**src/rtl/queue_pkg.sv**
```systemverilog
// Shared helpers for the multi-channel queue: pointer wrap, width helpers, id/count types.
// Combinational only; no latency or backpressure of its own.
package queue_pkg;

    localparam int CHANS_DEF = 4;
    localparam int DEPTH_DEF = 8;
    localparam int CIDX      = $clog2(CHANS_DEF);
    localparam int CNTW      = $clog2(DEPTH_DEF + 1);

    typedef logic [CNTW-1:0] cnt_t;
    typedef logic [CIDX-1:0] chan_t;

    // Folds val back into [min, max]; it is used for single-step increments,
    // so a single correction is enough and no power-of-two range is needed.
    function automatic int wrap(input int val, input int min, input int max);
        if (val > max)
            return val - (max - min + 1);
        else if (val < min)
            return val + (max - min + 1);
        else
            return val;
    endfunction

endpackage

```
**src/rtl/queue_fifo.sv**
```systemverilog
// Single-channel full-depth FIFO with flush; head is visible the cycle after the push edge.
// Backpressure: the caller gates push on !full and pop on !empty; flush discards both.
module queue_fifo
    import queue_pkg::*;
#(
    parameter int DEPTH = 8,
    parameter int BITS  = 8,
    parameter int AFULL = 6
) (
    input  logic                         clock,
    input  logic                         reset,
    input  logic                         push,
    input  logic                         pop,
    input  logic                         flush,
    input  logic [BITS-1:0]              wr_value,
    output logic [$clog2(DEPTH+1)-1:0]   count,
    output logic [BITS-1:0]              head,
    output logic                         full,
    output logic                         empty,
    output logic                         afull
);

    localparam int PTRW = $clog2(DEPTH);
    localparam int LW   = $clog2(DEPTH + 1);

    logic [BITS-1:0] mem [DEPTH];
    logic [PTRW-1:0] wr_ptr;
    logic [PTRW-1:0] rd_ptr;
    logic            do_push;
    logic            do_pop;

    assign do_push = push & ~full & ~flush;
    assign do_pop  = pop & ~empty & ~flush;

    always_ff @(posedge clock or posedge reset) begin
        if (reset) begin
            count  <= '0;
            wr_ptr <= '0;
            rd_ptr <= '0;
        end else if (flush) begin
            count  <= '0;
            wr_ptr <= '0;
            rd_ptr <= '0;
        end else begin
            if (do_push)
                wr_ptr <= PTRW'(wrap(int'(wr_ptr) + 1, 0, DEPTH - 1));
            if (do_pop)
                rd_ptr <= PTRW'(wrap(int'(rd_ptr) + 1, 0, DEPTH - 1));
            case ({do_push, do_pop})
                2'b10:   count <= count + 1'b1;
                2'b01:   count <= count - 1'b1;
                default: count <= count;
            endcase
        end
    end

    // Storage carries no reset; count and pointers alone define what is valid.
    always_ff @(posedge clock) begin
        if (do_push)
            mem[wr_ptr] <= wr_value;
    end

    assign head  = mem[rd_ptr];
    assign full  = (count == LW'(DEPTH));
    assign empty = (count == '0);
    assign afull = (count >= LW'(AFULL));

endmodule

```
**src/rtl/queue_arb.sv**
```systemverilog
// CHANS FIFOs merged round-robin onto one valid/ready output tagged with the source channel.
// Latency 1 cycle push-to-visible (+1 with OUT_REG); s_ready drops only when a channel is full.
module queue_arb
    import queue_pkg::*;
#(
    parameter int CHANS   = 4,
    parameter int DEPTH   = 8,
    parameter int BITS    = 8,
    parameter int OUT_REG = 0,
    parameter int AFULL   = 6
) (
    input  logic                               clock,
    input  logic                               reset,
    input  logic [CHANS*BITS-1:0]              s_value,
    input  logic [CHANS-1:0]                   s_valid,
    output logic [CHANS-1:0]                   s_ready,
    input  logic [CHANS-1:0]                   flush,
    output logic [BITS-1:0]                    m_value,
    output logic [$clog2(CHANS)-1:0]           m_chan,
    output logic                               m_valid,
    input  logic                               m_ready,
    output logic [CHANS*$clog2(DEPTH+1)-1:0]   level,
    output logic [CHANS-1:0]                   afull
);

    localparam int CW = $clog2(CHANS);
    localparam int LW = $clog2(DEPTH + 1);

    logic [LW-1:0]   count [CHANS];
    logic [BITS-1:0] head  [CHANS];
    logic [CHANS-1:0] full;
    logic [CHANS-1:0] empty;
    logic [CHANS-1:0] elig;
    logic [CHANS-1:0] pop;
    logic [CW-1:0]    rr;
    logic [CW-1:0]    gsel;
    logic [CW-1:0]    sel;
    logic [CW-1:0]    lock_chan;
    logic             locked;
    logic             found;
    logic             pop_any;

    for (genvar c = 0; c < CHANS; c++) begin : g_ch
        assign s_ready[c]          = ~reset & ~full[c];
        assign elig[c]             = ~empty[c] & ~flush[c];
        assign pop[c]              = pop_any & (sel == CW'(c));
        assign level[c*LW +: LW]   = count[c];

        queue_fifo #(
            .DEPTH (DEPTH),
            .BITS  (BITS),
            .AFULL (AFULL)
        ) u_fifo (
            .clock    (clock),
            .reset    (reset),
            .push     (s_valid[c] & s_ready[c]),
            .pop      (pop[c]),
            .flush    (flush[c]),
            .wr_value (s_value[c*BITS +: BITS]),
            .count    (count[c]),
            .head     (head[c]),
            .full     (full[c]),
            .empty    (empty[c]),
            .afull    (afull[c])
        );
    end

    // First eligible channel strictly after rr, searching cyclically.
    always_comb begin
        gsel  = '0;
        found = 1'b0;
        for (int i = 1; i <= CHANS; i++) begin
            if (!found && elig[CW'(wrap(int'(rr) + i, 0, CHANS - 1))]) begin
                gsel  = CW'(wrap(int'(rr) + i, 0, CHANS - 1));
                found = 1'b1;
            end
        end
    end

    assign sel = (locked && elig[lock_chan]) ? lock_chan : gsel;

    always_ff @(posedge clock or posedge reset) begin
        if (reset)
            rr <= CW'(CHANS - 1);
        else if (pop_any)
            rr <= sel;
    end

    if (OUT_REG == 0) begin : g_comb
        assign pop_any = m_valid & m_ready;
        assign m_valid = |elig;
        assign m_value = m_valid ? head[sel] : '0;
        assign m_chan  = m_valid ? sel : '0;

        // A stalled offer pins the grant so the consumer sees a stable item.
        always_ff @(posedge clock or posedge reset) begin
            if (reset) begin
                locked    <= 1'b0;
                lock_chan <= '0;
            end else begin
                locked <= m_valid & ~m_ready;
                if (m_valid & ~m_ready)
                    lock_chan <= sel;
            end
        end
    end else begin : g_reg
        logic load;

        assign load      = (~m_valid | m_ready) & (|elig);
        assign pop_any   = load;
        assign locked    = 1'b0;
        assign lock_chan = '0;

        always_ff @(posedge clock or posedge reset) begin
            if (reset) begin
                m_valid <= 1'b0;
                m_value <= '0;
                m_chan  <= '0;
            end else if (load) begin
                m_valid <= 1'b1;
                m_value <= head[sel];
                m_chan  <= sel;
            end else if (m_ready) begin
                m_valid <= 1'b0;
                m_value <= '0;
                m_chan  <= '0;
            end
        end
    end

endmodule

```
**config.mk**
```make
export PLATFORM = sky130hd
export DESIGN_NAME = queue_arb
export DESIGN_NICKNAME = d
export VERILOG_FILES = /design/src/rtl/queue_pkg.sv /design/src/rtl/queue_fifo.sv /design/src/rtl/queue_arb.sv
export SDC_FILE = /design/constraint.sdc
export NUM_CORES = 1
export LEC_CHECK = 0
export CORE_MARGIN = 2
export CORE_UTILIZATION = 40
export DETAILED_ROUTE_END_ITERATION = 10
export GPL_TIMING_DRIVEN = 0
export PLACE_DENSITY = 0.62
export RECOVER_POWER = 50
export SYNTH_ARGS = -nofsm -noshare
export SYNTH_HDL_FRONTEND = slang
export SYNTH_SLANG_ARGS = --single-unit
```
**constraint.sdc**
```tcl
create_clock -name clock -period 9.8 [get_ports clock]
set_clock_uncertainty 0.1 [all_clocks]
set_input_delay 0.98 -clock clock [delete_from_list [all_inputs] [get_ports clock]]
set_output_delay 0.98 -clock clock [all_outputs]
set_load 0.1 [all_outputs]
```
# After elaboration in Yosys (flattened, before gate mapping)
# Memories as Yosys holds them, arrays and structs flattened.
# Cells that the tools add are included.
# Widths: inputs -> output; s select.
[word_totals]
regBits = 45
ramBits = 256
inputBits = 43
output_inout_bits = 35
elab_cells = 269
memories = 4
[mem_list]
columns = ["name", "words", "word_bits", "read_ports", "rd_ports_with_merged_regs", "wr", "line", "source"]
rows = [
  ["g_ch[0].u_fifo.mem", 8, 8, 1, 0, 1, "queue_fifo.sv:26", "logic [BITS-1:0] mem [DEPTH];"],
  ["g_ch[1].u_fifo.mem", 8, 8, 1, 0, 1, "queue_fifo.sv:26", ""],
  ["g_ch[2].u_fifo.mem", 8, 8, 1, 0, 1, "queue_fifo.sv:26", ""],
  ["g_ch[3].u_fifo.mem", 8, 8, 1, 0, 1, "queue_fifo.sv:26", ""],
]
[op_classes]
addsub = 44
n_lt_le_gt_ge = 34
n_eq_ne = 15
muxes = 83
bitwise = 49
n_reduce_logical = 25
[ops]
columns = ["op", "count"]
rows = [
  ["$mux 3", 32],
  ["$lt 4x1->1 const B", 9],
  ["$and 1x1->1", 34],
  ["$add 3x1->4 const B", 8],
  ["$gt 4x3->1 const B", 8],
  ["$pmux 4 s2", 4],
  ["$mux 2", 14],
  ["$add 3x1->3 const B", 8],
  ["$mux 8", 3],
  ["$sub 3x1->3 const B", 8],
  ["$mux 1", 20],
  ["$add 4x1->4 const B", 4],
  ["$bmux 8 s2", 1],
  ["$eq 4x4->1 const B", 4],
  ["$ge 4x3->1 const B", 4],
  ["$logic_not 4->1", 4],
  ["$lt 2x4->1 const B", 4],
  ["$mux 4", 4],
  ["$reduce_bool 2->1", 8],
  ["$sub 4x1->4 const B", 4],
  ["$not 1->1", 14],
  ["$eq 2x2->1 const B", 6],
  ["$reduce_bool 3->1", 4],
  ["$bmux 1 s2", 5],
  ["16 further kinds", 36],
]

# Logic depth before layout (Yosys ltp)
[depth]
word_depth = 25
ltp_mapped = 16
ltp_nobuf = 13

# Modules after synthesis
# Synthesis repeated with hierarchy kept, for this count alone.
[unflattened]
cells_unflattened = 790
hier_area_um2 = 13302.8
[by_module_without_submodules]
columns = ["module", "instances", "cells_per_inst", "area_each_um2"]
rows = [
  ["queue_fifo", 4, 174, 3140.5],
  ["queue_arb", 1, 94, 740.7],
]

# Worst setup path before layout
# Ideal clock, no wire load.
[synth_timing]
kind = "register to output"
from = "register g_ch[2].u_fifo.count[3]"
to = "output m_value[7]"
t_arrival_ns = 4.822
path_slack_ns = 3.898
stages_incl_launch_ff = 11
n_path_buf = 4
cell_sequence = "dfrtp_1 > buf_6 > or4_4 > a22o_4 > o21ba_1 > a31oi_2 > buf_2 > buf_4 > buf_2 > o211ai_1 > a21oi_1"
[synth_via]
elab_chain_cells = 22
elab_cells_between_ends = 38
classes_between = "mux: 26; bitwise: 3; reduce/logical: 9"
[synth_lines]
columns = ["item", "line", "source"]
rows = [
  ["start: declaration", "queue_fifo.sv:16", "output logic [$clog2(DEPTH+1)-1:0] count,"],
  ["start signal: assignment", "queue_fifo.sv:50", "2'b10: count <= count + 1'b1;"],
  ["start signal: assignment", "queue_fifo.sv:51", "2'b01: count <= count - 1'b1;"],
  ["start signal: assignment", "queue_fifo.sv:52", "default: count <= count;"],
  ["$logic_not 4->1 (*)", "queue_fifo.sv:65", "assign empty = (count == '0);"],
  ["$not 1->1 (*)", "queue_arb.sv:45", "assign elig[c] = ~empty[c] & ~flush[c];"],
  ["$and 1x1->1 (*)", "queue_arb.sv:45", ""],
  ["$bmux 1 s2", "queue_arb.sv:73", "if (!found && elig[CW'(wrap(int'(rr) + i, 0, CHANS - 1))]) begin"],
  ["$mux 1 (implied by the code) (2 in a row)", "queue_arb.sv:73", ""],
  ["$mux 1", "queue_arb.sv:73", ""],
  ["$logic_not 1->1", "queue_arb.sv:73", ""],
  ["$logic_and 1x1->1", "queue_arb.sv:73", ""],
  ["[4 not listed]", "--", ""],
  ["$logic_not 1->1", "queue_arb.sv:73", ""],
  ["$logic_and 1x1->1", "queue_arb.sv:73", ""],
  ["$mux 2", "queue_arb.sv:73", ""],
  ["$mux 2", "queue_arb.sv:80", "assign sel = (locked && elig[lock_chan]) ? lock_chan : gsel;"],
  ["$not 2->3 (implied by the code)", "queue_arb.sv:92", "assign m_value = m_valid ? head[sel] : '0;"],
  ["$bmux 8 s2", "queue_arb.sv:92", ""],
  ["$mux 8 (implied by the code) (2 in a row)", "queue_arb.sv:92", ""],
  ["$mux 8 (*)", "queue_arb.sv:92", ""],
  ["end: declaration", "queue_arb.sv:18", "output logic [BITS-1:0] m_value,"],
]
# Mark *: on every way between the ends. The rest lies on a longest branch, timed or not. The select of a mux whose other input is x is not followed.

# Final worst setup path
[layout_timing]
from = "input flush[2]"
to = "output m_value[3]"
[layout_via]
elab_chain_cells = 21
elab_cells_between_ends = 37
classes_between = "mux: 26; bitwise: 3; reduce/logical: 8"
[layout_lines]
columns = ["item", "line", "source"]
rows = [
  ["start: declaration", "queue_arb.sv:17", "input logic [CHANS-1:0] flush,"],
  ["$not 1->1 (*)", "queue_arb.sv:45", ""],
  ["$and 1x1->1 (*)", "queue_arb.sv:45", ""],
  ["$bmux 1 s2", "queue_arb.sv:73", ""],
  ["$mux 1 (implied by the code) (2 in a row)", "queue_arb.sv:73", ""],
  ["$mux 1", "queue_arb.sv:73", ""],
  ["$logic_not 1->1", "queue_arb.sv:73", ""],
  ["$logic_and 1x1->1", "queue_arb.sv:73", ""],
  ["$mux 1", "queue_arb.sv:73", ""],
  ["[3 not listed]", "--", ""],
  ["$logic_not 1->1", "queue_arb.sv:73", ""],
  ["$logic_and 1x1->1", "queue_arb.sv:73", ""],
  ["$mux 2", "queue_arb.sv:73", ""],
  ["$mux 2", "queue_arb.sv:80", ""],
  ["$not 2->3 (implied by the code)", "queue_arb.sv:92", ""],
  ["$bmux 8 s2", "queue_arb.sv:92", ""],
  ["$mux 8 (implied by the code) (2 in a row)", "queue_arb.sv:92", ""],
  ["$mux 8 (*)", "queue_arb.sv:92", ""],
]
# Marks and branches as above.

==> impl_metrics.yaml <==
clock_network:
  numCtsBuffers: 31
  post_cts_buffers: 0
  clockBufferDepth: 3
  clock_sinks: 301
  cts_tree: "yes"
  htree_num_levels: 1
  path_clk_slew_ns: 0.06
  ctsHoldBuffers: 0
  worstSkewPairLatency_ns: 0.56
  cts_resized: 0
  cts-root-buf: "clkbuf_16"
power_and_ir_drop:
  cellPowerDensity_nw_per_um2: 294
  leakage_nw: 5.12
  ir_drop_v: 0.000320
critical_path:
  crit_path_start_kind: "input pin"
  critPathCaptureType: "primary output"
  arrival_ns: 5.48
  criticalPathCategory: "input pin to primary output"
  path_max_fanout: 10
  cp_data_required_time_ns: 8.72
timing:
  post-route-period-util_pct: 66.9
  maxSlewViolCount: 28
  relSlewSlack_pct: -6.83
  fin_crit_ns: 6.56
  rsz0062_at_grt: "false"
  finalHoldViolCount: 0
  final.setup.tns_ns: 0
  max_freq_mhz: 153
  max_slew.worst_pin.slew_ns: 1.60
  setup_viol: 0
die:
  ios: 78
  rows: 66
  core_sq_um: 32500
  die_x_microns: 185
  start_util_pct: 40.5
  dieArea_sq_um: 34300
  die_h_microns: 185
global_routing:
  grt_pass1_wl_microns: 45100
  grt_usage_pct: 17.4
  gr-total-overflow: 0
  antenna_found_initial: 1
  grt_pass1_vias: 7556
  grt_max_degree: 28
yosys:
  synth_edf_count: 256
  syn_area_sq_um: 13100
  syn_nets: 860
  ys_types: 69
  seq_area_frac_synth_pct: 67.1
  syn_inst: 797
  async_flop_share_pct: 15.0
  synth-seq-cells: 301
  avgSynthCellArea_sq_um: 16.5
  ys_warn_count: 0
  dominantRegCellSynth: "edfxtp_1"
routing:
  ant_nets: 0
  wl_microns: 28900
  vias: 7420
  drt_pass1_iterations: 5
  drc: 0
  viasPerCell: 5.40
  wl_per_cell_microns: 21.0
  drtIter0Drc: 517
placement:
  routabilityCongestion: 0.805
  port_buffers: 76
  dp_cells: 1316
  place_hpwl_microns: 20200
cells_and_area:
  diodes: 0
  layout.cells.non_filler: 1375
  final_core_util_pct: 47.8
  fillers: 2748
  drive_gt1_share_pct: 16.9
  syn2layout_area_growth_pct: 17.9
  nets: 971
job:
  cap_violations: 1
hold_path:
  hold_path_class: "flip-flop to flip-flop"
outcome:
  violations: "max-capacitance violations, max-slew violations"
  outcome: "finished with violations"
[cell usage after synthesis, drive strengths merged, types with 4 or more instances]
library cell    n  share of area (%)
nor2           56                1.7
o21ai          15               0.57
or3             6               0.29
o211ai         11               0.63
edfxtp        256                 59
nor4            5               0.56
inv            15               0.43
fa              4               0.61
ha             16                1.5
buf            23               0.93
o22ai           5               0.29
a21o           10               0.57
o31ai           7               0.48
nand2          44                1.3
nand2b          9               0.43
xnor2          14               0.93
a32oi           6               0.40
mux2           10               0.86
nand3b          4               0.23
xor2            8               0.53
a211oi         11               0.67
and2            5               0.24
a21oi          20               0.76
mux2i          21                1.6
or4             5               0.34
a211o           9               0.60
nor3           14               0.53
mux4           64                 11
clkbuf         21               0.60
dfrtp          43                8.2
nand3           8               0.30
nor2b          15               0.71
[worst paths after layout]
| path | from | endpoint | slack (ns) | cells after the start |
|---|---|---|---|---|
| max in group asynchronous | reset | g_ch[2].u_fifo.rd_ptr[1] | 6.52 | 3 |
| worst max register to register | g_ch[0].u_fifo.count[3] | g_ch[3].u_fifo.count[3] | 5.44 | 13 |
| worst max-delay path | flush[2] | m_value[3] | 3.24 | 10 |
| worst min-delay path | rr[0] | rr[0] | 0.45 | 1 |
| worst min register to register | rr[0] | rr[0] | 0.45 | 1 |
| min in group asynchronous | reset | g_ch[3].u_fifo.count[3] | 1.13 | 2 |
[per-layer routing]
metal	wire length, microns	GRT usage, %
met5	0	0
met4	550	3.87
met1	12800	24.2
met2	14300	29.5
met3	1290	2.18
[critical path, stage by stage]
cell and delay (ns):
clkdlybuf4s50_1 0.56, clkbuf_1 0.37, o22ai_1 0.26, a211oi_1 0.41, a311oi_2 0.18, nor2_1 0.55, clkbuf_1 0.45, o211ai_1 0.19
a21oi_1 0.32, clkdlybuf4s50_1 1.20
[per-stage QoR]
stage	setup WS [ns]	hold WS, ns	cell area [sq um]	total power [mW]
after floorplan	3.90	0.393	13100	2.90
after global placement	3.30	0.416	14500	3.40
after detailed placement	3.29	0.434	14500	3.41
after CTS	3.27	0.451	15500	4.59
after global routing	3.02	0.475	15500	4.73
final	3.24	0.450	15500	4.55
[placed cells by master (no fill, tap or decap), types with 14 or more instances in the layout]
cell type,Yosys,routed
ha_1,16,16
mux4_2,64,64
inv_1,15,15
nor2_1,55,55
nor2b_1,15,15
dfrtp_1,43,43
clkdlybuf4s50_1,0,43
clkbuf_1,21,24
a21oi_1,20,20
clkbuf_16,0,31
xnor2_1,14,14
edfxtp_1,256,256
dlygate4sd3_1,0,33
nand2_1,44,44
mux2i_1,21,21
[state kept, by name, summed over array words and instances, names as in the netlist]
signal              count
g_ch.u_fifo.mem       256
g_ch.u_fifo.count      16
g_ch.u_fifo.rd_ptr     12
g_ch.u_fifo.wr_ptr     12
lock_chan               2
rr                      2
locked                  1
[kinds of logic (layout without fill, tap and decap cells)]
kind of cell,after synthesis,after routing,synth area share [%]
compound gates,117,117,6.67
buf+inv,61,197,2.02
mux,95,95,13.4
simple gates,181,181,7.19
fa+ha+maj,20,20,2.13
flops,301,301,67.1
xor+xnor,22,22,1.47
[power by group]
part	switching, mW	total [mW]	internal, mW
combinational	1.32	1.86	0.542
clock	0.488	1.17	0.682
sequential	0.0730	1.52	1.44
total	1.88	4.55	2.67
[final cells by class]
| class | instances | area [sq um] | area share [%] |
|---|---|---|---|
| tap | 442 | 553 | 3.57 |
| clock buffer | 33 | 783 | 5.05 |
| clock inverter | 25 | 229 | 1.48 |
| timing repair buffer | 78 | 772 | 4.98 |
| multi-input combinational | 435 | 4080 | 26.3 |
| buffer | 44 | 201 | 1.30 |
| inverter | 17 | 63.8 | 0.412 |
| sequential | 301 | 8820 | 56.9 |
Note: power is estimated with default switching activity, not from simulation.
